**config.mk**
```make
export PLATFORM = sky130hd
export DESIGN_NAME = quad_step_decoder
export DESIGN_NICKNAME = d
export VERILOG_FILES = /design/src/rtl/quad_pkg.sv /design/src/rtl/quad_sync_filter.sv /design/src/rtl/quad_step_decoder.sv
export SDC_FILE = /design/constraint.sdc
export NUM_CORES = 1
export LEC_CHECK = 0
export BUFFER_PORTS_ARGS = -buffer_cell sky130_fd_sc_hd__buf_2
export CORE_MARGIN = 2
export CORE_UTILIZATION = 45
export CTS_BUF_LIST = sky130_fd_sc_hd__clkbuf_4
export DETAILED_ROUTE_END_ITERATION = 10
export SYNTH_ARGS = -nofsm -noshare
export SYNTH_HDL_FRONTEND = slang
export SYNTH_HIERARCHICAL = 1
export SYNTH_SLANG_ARGS = --single-unit
```
**constraint.sdc**
```tcl
create_clock -name clk -period 3.51 [get_ports clk]
set_input_delay 0.5265 -clock clk [delete_from_list [all_inputs] [get_ports clk]]
set_output_delay 0.5265 -clock clk [all_outputs]
set_load 0.03 [all_outputs]
```
**src/rtl/quad_pkg.sv**
```systemverilog
// rtl/quad_pkg.sv - shared FSM states, phase constants and transition classifier
package quad_pkg;

  typedef enum logic {
    ST_INIT  = 1'b0,
    ST_TRACK = 1'b1
  } state_t;

  typedef enum logic [1:0] {
    STEP_NONE    = 2'd0,
    STEP_FWD     = 2'd1,
    STEP_REV     = 2'd2,
    STEP_ILLEGAL = 2'd3
  } step_t;

  localparam logic [1:0] PH_00 = 2'b00;
  localparam logic [1:0] PH_10 = 2'b10;
  localparam logic [1:0] PH_11 = 2'b11;
  localparam logic [1:0] PH_01 = 2'b01;

  // Forward walks 00 -> 10 -> 11 -> 01 -> 00; any other single-bit change is reverse.
  function automatic step_t classify(input logic [1:0] prev, input logic [1:0] cur);
    step_t s;
    if (prev == cur) begin
      s = STEP_NONE;
    end else if ((prev ^ cur) == 2'b11) begin
      s = STEP_ILLEGAL;
    end else begin
      case ({prev, cur})
        {PH_00, PH_10},
        {PH_10, PH_11},
        {PH_11, PH_01},
        {PH_01, PH_00}: s = STEP_FWD;
        default:        s = STEP_REV;
      endcase
    end
    return s;
  endfunction

endpackage

```
**src/rtl/quad_sync_filter.sv**
```systemverilog
// rtl/quad_sync_filter.sv - one-channel synchroniser followed by a persistence glitch filter
module quad_sync_filter #(
  parameter int SYNC_STAGES = 2,
  parameter int FILTER_LEN  = 4
) (
  input  logic clk,
  input  logic rst,
  input  logic din,
  output logic dout
);

  localparam int CW = $clog2(FILTER_LEN + 1);

  logic [SYNC_STAGES-1:0] sync_q;
  logic [CW-1:0]          cnt_q;
  logic                   sync_lvl;

  assign sync_lvl = sync_q[SYNC_STAGES-1];

  // The filtered level only moves after FILTER_LEN consecutive disagreeing samples.
  always_ff @(posedge clk) begin
    if (rst) begin
      sync_q <= '0;
      cnt_q  <= '0;
      dout   <= 1'b0;
    end else begin
      sync_q <= {sync_q[SYNC_STAGES-2:0], din};
      if (sync_lvl == dout) begin
        cnt_q <= '0;
      end else if (cnt_q == CW'(FILTER_LEN - 1)) begin
        dout  <= sync_lvl;
        cnt_q <= '0;
      end else begin
        cnt_q <= cnt_q + CW'(1);
      end
    end
  end

endmodule

```
**src/rtl/quad_step_decoder.sv**
```systemverilog
// rtl/quad_step_decoder.sv - quadrature front end producing inc/dec step pulses, dir and sticky err
module quad_step_decoder
  import quad_pkg::*;
#(
  parameter int SYNC_STAGES = 2,
  parameter int FILTER_LEN  = 4
) (
  input  logic clk,
  input  logic rst,
  input  logic qa,
  input  logic qb,
  input  logic clr_err,
  output logic inc,
  output logic dec,
  output logic dir,
  output logic err
);

  localparam int SETTLE = SYNC_STAGES + FILTER_LEN;
  localparam int SW     = $clog2(SETTLE + 1);

  logic          filt_a;
  logic          filt_b;
  logic [1:0]    cur;
  logic [1:0]    prev_q;
  logic [SW-1:0] settle_q;
  state_t        state_q;
  step_t         step;

  quad_sync_filter #(.SYNC_STAGES(SYNC_STAGES), .FILTER_LEN(FILTER_LEN)) u_filt_a (
    .clk(clk), .rst(rst), .din(qa), .dout(filt_a)
  );

  quad_sync_filter #(.SYNC_STAGES(SYNC_STAGES), .FILTER_LEN(FILTER_LEN)) u_filt_b (
    .clk(clk), .rst(rst), .din(qb), .dout(filt_b)
  );

  assign cur  = {filt_a, filt_b};
  assign step = classify(prev_q, cur);

  // INIT waits one cycle past the pipeline fill so prev captures the settled position.
  always_ff @(posedge clk) begin
    if (rst) begin
      state_q  <= ST_INIT;
      settle_q <= '0;
      prev_q   <= PH_00;
      inc      <= 1'b0;
      dec      <= 1'b0;
      dir      <= 1'b0;
      err      <= 1'b0;
    end else begin
      inc <= 1'b0;
      dec <= 1'b0;
      case (state_q)
        ST_INIT: begin
          if (clr_err) err <= 1'b0;
          if (settle_q == SW'(SETTLE)) begin
            prev_q  <= cur;
            state_q <= ST_TRACK;
          end else begin
            settle_q <= settle_q + SW'(1);
          end
        end
        ST_TRACK: begin
          prev_q <= cur;
          case (step)
            STEP_FWD: begin
              inc <= 1'b1;
              dir <= 1'b1;
            end
            STEP_REV: begin
              dec <= 1'b1;
              dir <= 1'b0;
            end
            default: ;
          endcase
          if (step == STEP_ILLEGAL) err <= 1'b1;
          else if (clr_err)         err <= 1'b0;
        end
        default: state_q <= ST_INIT;
      endcase
    end
  end

endmodule

```
==> summary.txt <==
Route
  • Count of vias placed by the detailed router: 567
  • Routed wire per std cell: 10.3 µm
  • Overall routed net length: 1230 µm
  • Average vias per placed instance: 4.73
  • DR DRC count: 0
  • TritonRoute pass-1 iters: 2
  • Detailed Route Iter0 Violations: 6
  • DRT antenna net count: 0

Finish
  • Filler cell count in the final layout: 182
  • Antenna Diode Count: 0
  • Layout Cell Area excl Fill: 990 µm²
  • Share of layout cells above drive strength 1: 16.1%
  • Area added between synthesis and finish: 10.6%
  • Final #Nets: 108

Timing
  • Setup violators final: 0
  • Hold violation total from the final report: 0
  • Final critical delay including setup and external delays: 1.51 ns
  • Slew Limit Headroom: 72.7%
  • Total negative setup slack: 0 ns
  • Post-route clock skew: 0.000800 ns
  • Worst slew pin tran: 0.410 ns
  • Final number of max-transition violations: 0
  • FMAX: 0.662 GHz
  • RSZ-0062 raised after global routing: false
  • Period utilization: 43.0%

Hold path
  • Min-Delay Path Class: input pin to register

Yosys
  • Count of distinct cell types in the synthesized netlist: 20
  • Post-synthesis register bit count: 22
  • Library cell occupying the most area in the post-synthesis netlist: dfxtp_1
  • Share of Yosys cell area claimed by the top area cell type: 49.2%
  • Count of warnings emitted by yosys: 6
  • Leading post-synthesis cells by cell area: dfxtp_1 49%, ha_1 13%, xnor2_1 4.9%
  • Most frequent cell after synthesis: dfxtp_1
  • Share of synthesized flip-flops with an asynchronous set or reset: 0%
  • Gate count of the mapped netlist: 82
  • Number of synthesized flops with an enable pin: 0
  • Avg Inst Size Synth: 10.9 µm²
  • Sequential-to-total area share from yosys stat: 49.2%
  • Post-synth net total: 96
  • Synth Cell Area: 895 µm²
  • Synth Flop Type: dfxtp_1
  • Commonest cells in the synthesized netlist: 22 x dfxtp_1, 10 x nor2_1, 9 x ha_1

Critical path
  • Worst-path maximum fanout: 5
  • Worst Setup End Kind: register
  • Reg-to-Reg Start: u_filt_a/dout
  • Worst flop-to-flop path endpoint: dir
  • Flop-to-flop setup slack: 2.00 ns
  • Crit start category: register
  • Arrival time at the worst endpoint: 1.74 ns
  • Depth of the worst register-to-register path: 5
  • Number of logic stages on the critical path including buffering: 5
  • Critical path's top delay family: flip-flops
  • Startpoint-to-endpoint class of the critical path: register to register
  • Timing startpoint of the critical path: u_filt_a/dout
  • CP required: 3.74 ns
  • Slowest Stage Delay on Critical Path: 0.46 ns
  • Master of the slowest instance on the critical path: dfxtp_1
  • Worst setup path endpoint: dir
  • CP Buf/Inv Count: 1
  • Cell Chain, Critical Path: xor2_1 > inv_1 > ha_1 > and3_1 > a211oi_2

Clock network
  • Number of buffers inserted to repair setup after CTS: 0
  • Clock latency on the worst-skew pair: 0.30 ns
  • Buffer cell driving the clock tree root: clkbuf_4
  • Post-cts hold buffer count: 0
  • Clock tree sinks: 22
  • TritonCTS Buffers: 3
  • Buffer levels on the longest clock path: 2
  • Post-CTS resize count: 0
  • Clock-pin slew reported for the worst setup and hold paths after clock tree synthesis: 0.11 ns
  • H-tree depth: 1
  • TritonCTS clock tree: built

Global routing
  • Total congestion overflow after global routing: 0
  • Tot GR Track Use: 12.2%
  • Global-route wire length before repair: 2230 µm
  • Number of global-route vias before repair: 560
  • Largest net degree at the start of global routing: 23
  • Number of antenna violations at the first check in global routing: 0

Power and ir drop
  • Leak: 0.434 nW
  • Power density normalized to cell area: 403 nW/µm²
  • Worst ir drop on vdd: 0.217 mV

Floorplan
  • Num rows: 16
  • DIE HEIGHT: 48.6 µm
  • Die X: 48.6 µm
  • Area inside the core boundary: 1920 µm²
  • Die area: 2360 µm²
  • Effective utilization at floorplan: 46.5%
  • IO Count: 9

Placed design
  • Area after detailed placement: 963 µm²
  • Final Wtd Congestion: 0.699
  • Final HPWL DP: 888 µm
  • Number of port buffers: 8

Status
  • Status: finished, final reports clean

Run
  • Maximum capacitance violations: 0
-- worst min path at each step --
stage                       start                 end  cells past startpoint  slack (ns)
2_1_floorplan   u_filt_a/cnt_q[0]   u_filt_a/cnt_q[0]                      1        0.40
3_3_place_gp   u_filt_a/sync_q[0]  u_filt_a/sync_q[1]                      1        0.42
3_5_place_dp    u_filt_a/cnt_q[0]   u_filt_a/cnt_q[0]                      1        0.43
4_1_cts                        qb  u_filt_b/sync_q[0]                      2        0.42
5_1_grt                        qb  u_filt_b/sync_q[0]                      2        0.41
6_report                       qb  u_filt_b/sync_q[0]                      2        0.43
-- through the flow --
stage	hold slack, ns	util, %	instances	setup WS, ns	power, mW
after floorplan	0.404	-	82	2.12	0.284
final	0.433	51.5	120	2.00	0.399
after detailed placement	0.429	50.1	116	2.01	0.292
after global placement	0.417	50.1	116	2.07	0.290
after CTS	0.416	51.5	120	1.97	0.407
after global routing	0.407	51.5	120	1.89	0.423
-- sequential cells by signal, indices dropped and copies added, names as in the netlist --
name	flops
u_filt_b/cnt_q	3
inc	1
u_filt_b/sync_q	2
u_filt_a/sync_q	2
u_filt_a/cnt_q	3
u_filt_b/dout	1
err	1
dir	1
prev_q	2
state_q	1
u_filt_a/dout	1
settle_q	3
dec	1
-- report_power, final --
group	internal, mW	switching, mW
Sequential	0.257	0.00561
Clock	0.0414	0.0717
Combinational	0.0108	0.0120
-- final cells by class --
cell class	instances	area [µm²]	area share [%]
Sequential cell	22	440	44.5
Timing Repair Buffer	8	40.0	4.05
Multi-Input combinational cell	54	430	43.5
Clock inverter	1	3.75	0.379
Tap cell	27	33.8	3.41
Clock buffer	3	22.5	2.28
Inverter	5	18.8	1.90
-- routing by layer --
layer	global-route usage, %	wire (µm)
met5	0	0
met4	7.14	0
met3	2.78	38
met2	20.8	602
met1	13.9	591
-- cell families after synthesis --
kind of cell             synth area share (%)
XOR/XNOR                                 6.85
flip-flops                               49.2
AND/OR/NAND/NOR                          16.9
multiplexers                             4.48
adder cells (fa/ha/maj)                  12.6
AO/OA/AOI/OAI                            7.27
buffers and inverters                    2.66
-- cell usage in the layout (no fill, tap or decap), types with 2 or more instances in the layout --
| cell type | netlist | routed |
|---|---|---|
| mux2i_1 | 4 | 4 |
| xor2_1 | 2 | 2 |
| nand2b_1 | 2 | 2 |
| inv_1 | 5 | 5 |
| nor2_1 | 10 | 10 |
| dfxtp_1 | 22 | 22 |
| clkbuf_4 | 0 | 3 |
| nor2b_1 | 4 | 4 |
| buf_2 | 1 | 8 |
| xnor2_1 | 5 | 5 |
| ha_1 | 9 | 9 |
| a21oi_1 | 4 | 4 |
| nand2_1 | 2 | 2 |
| nor4b_2 | 2 | 2 |
| nor4_1 | 4 | 4 |
Note: power is estimated with default switching activity, not from simulation.
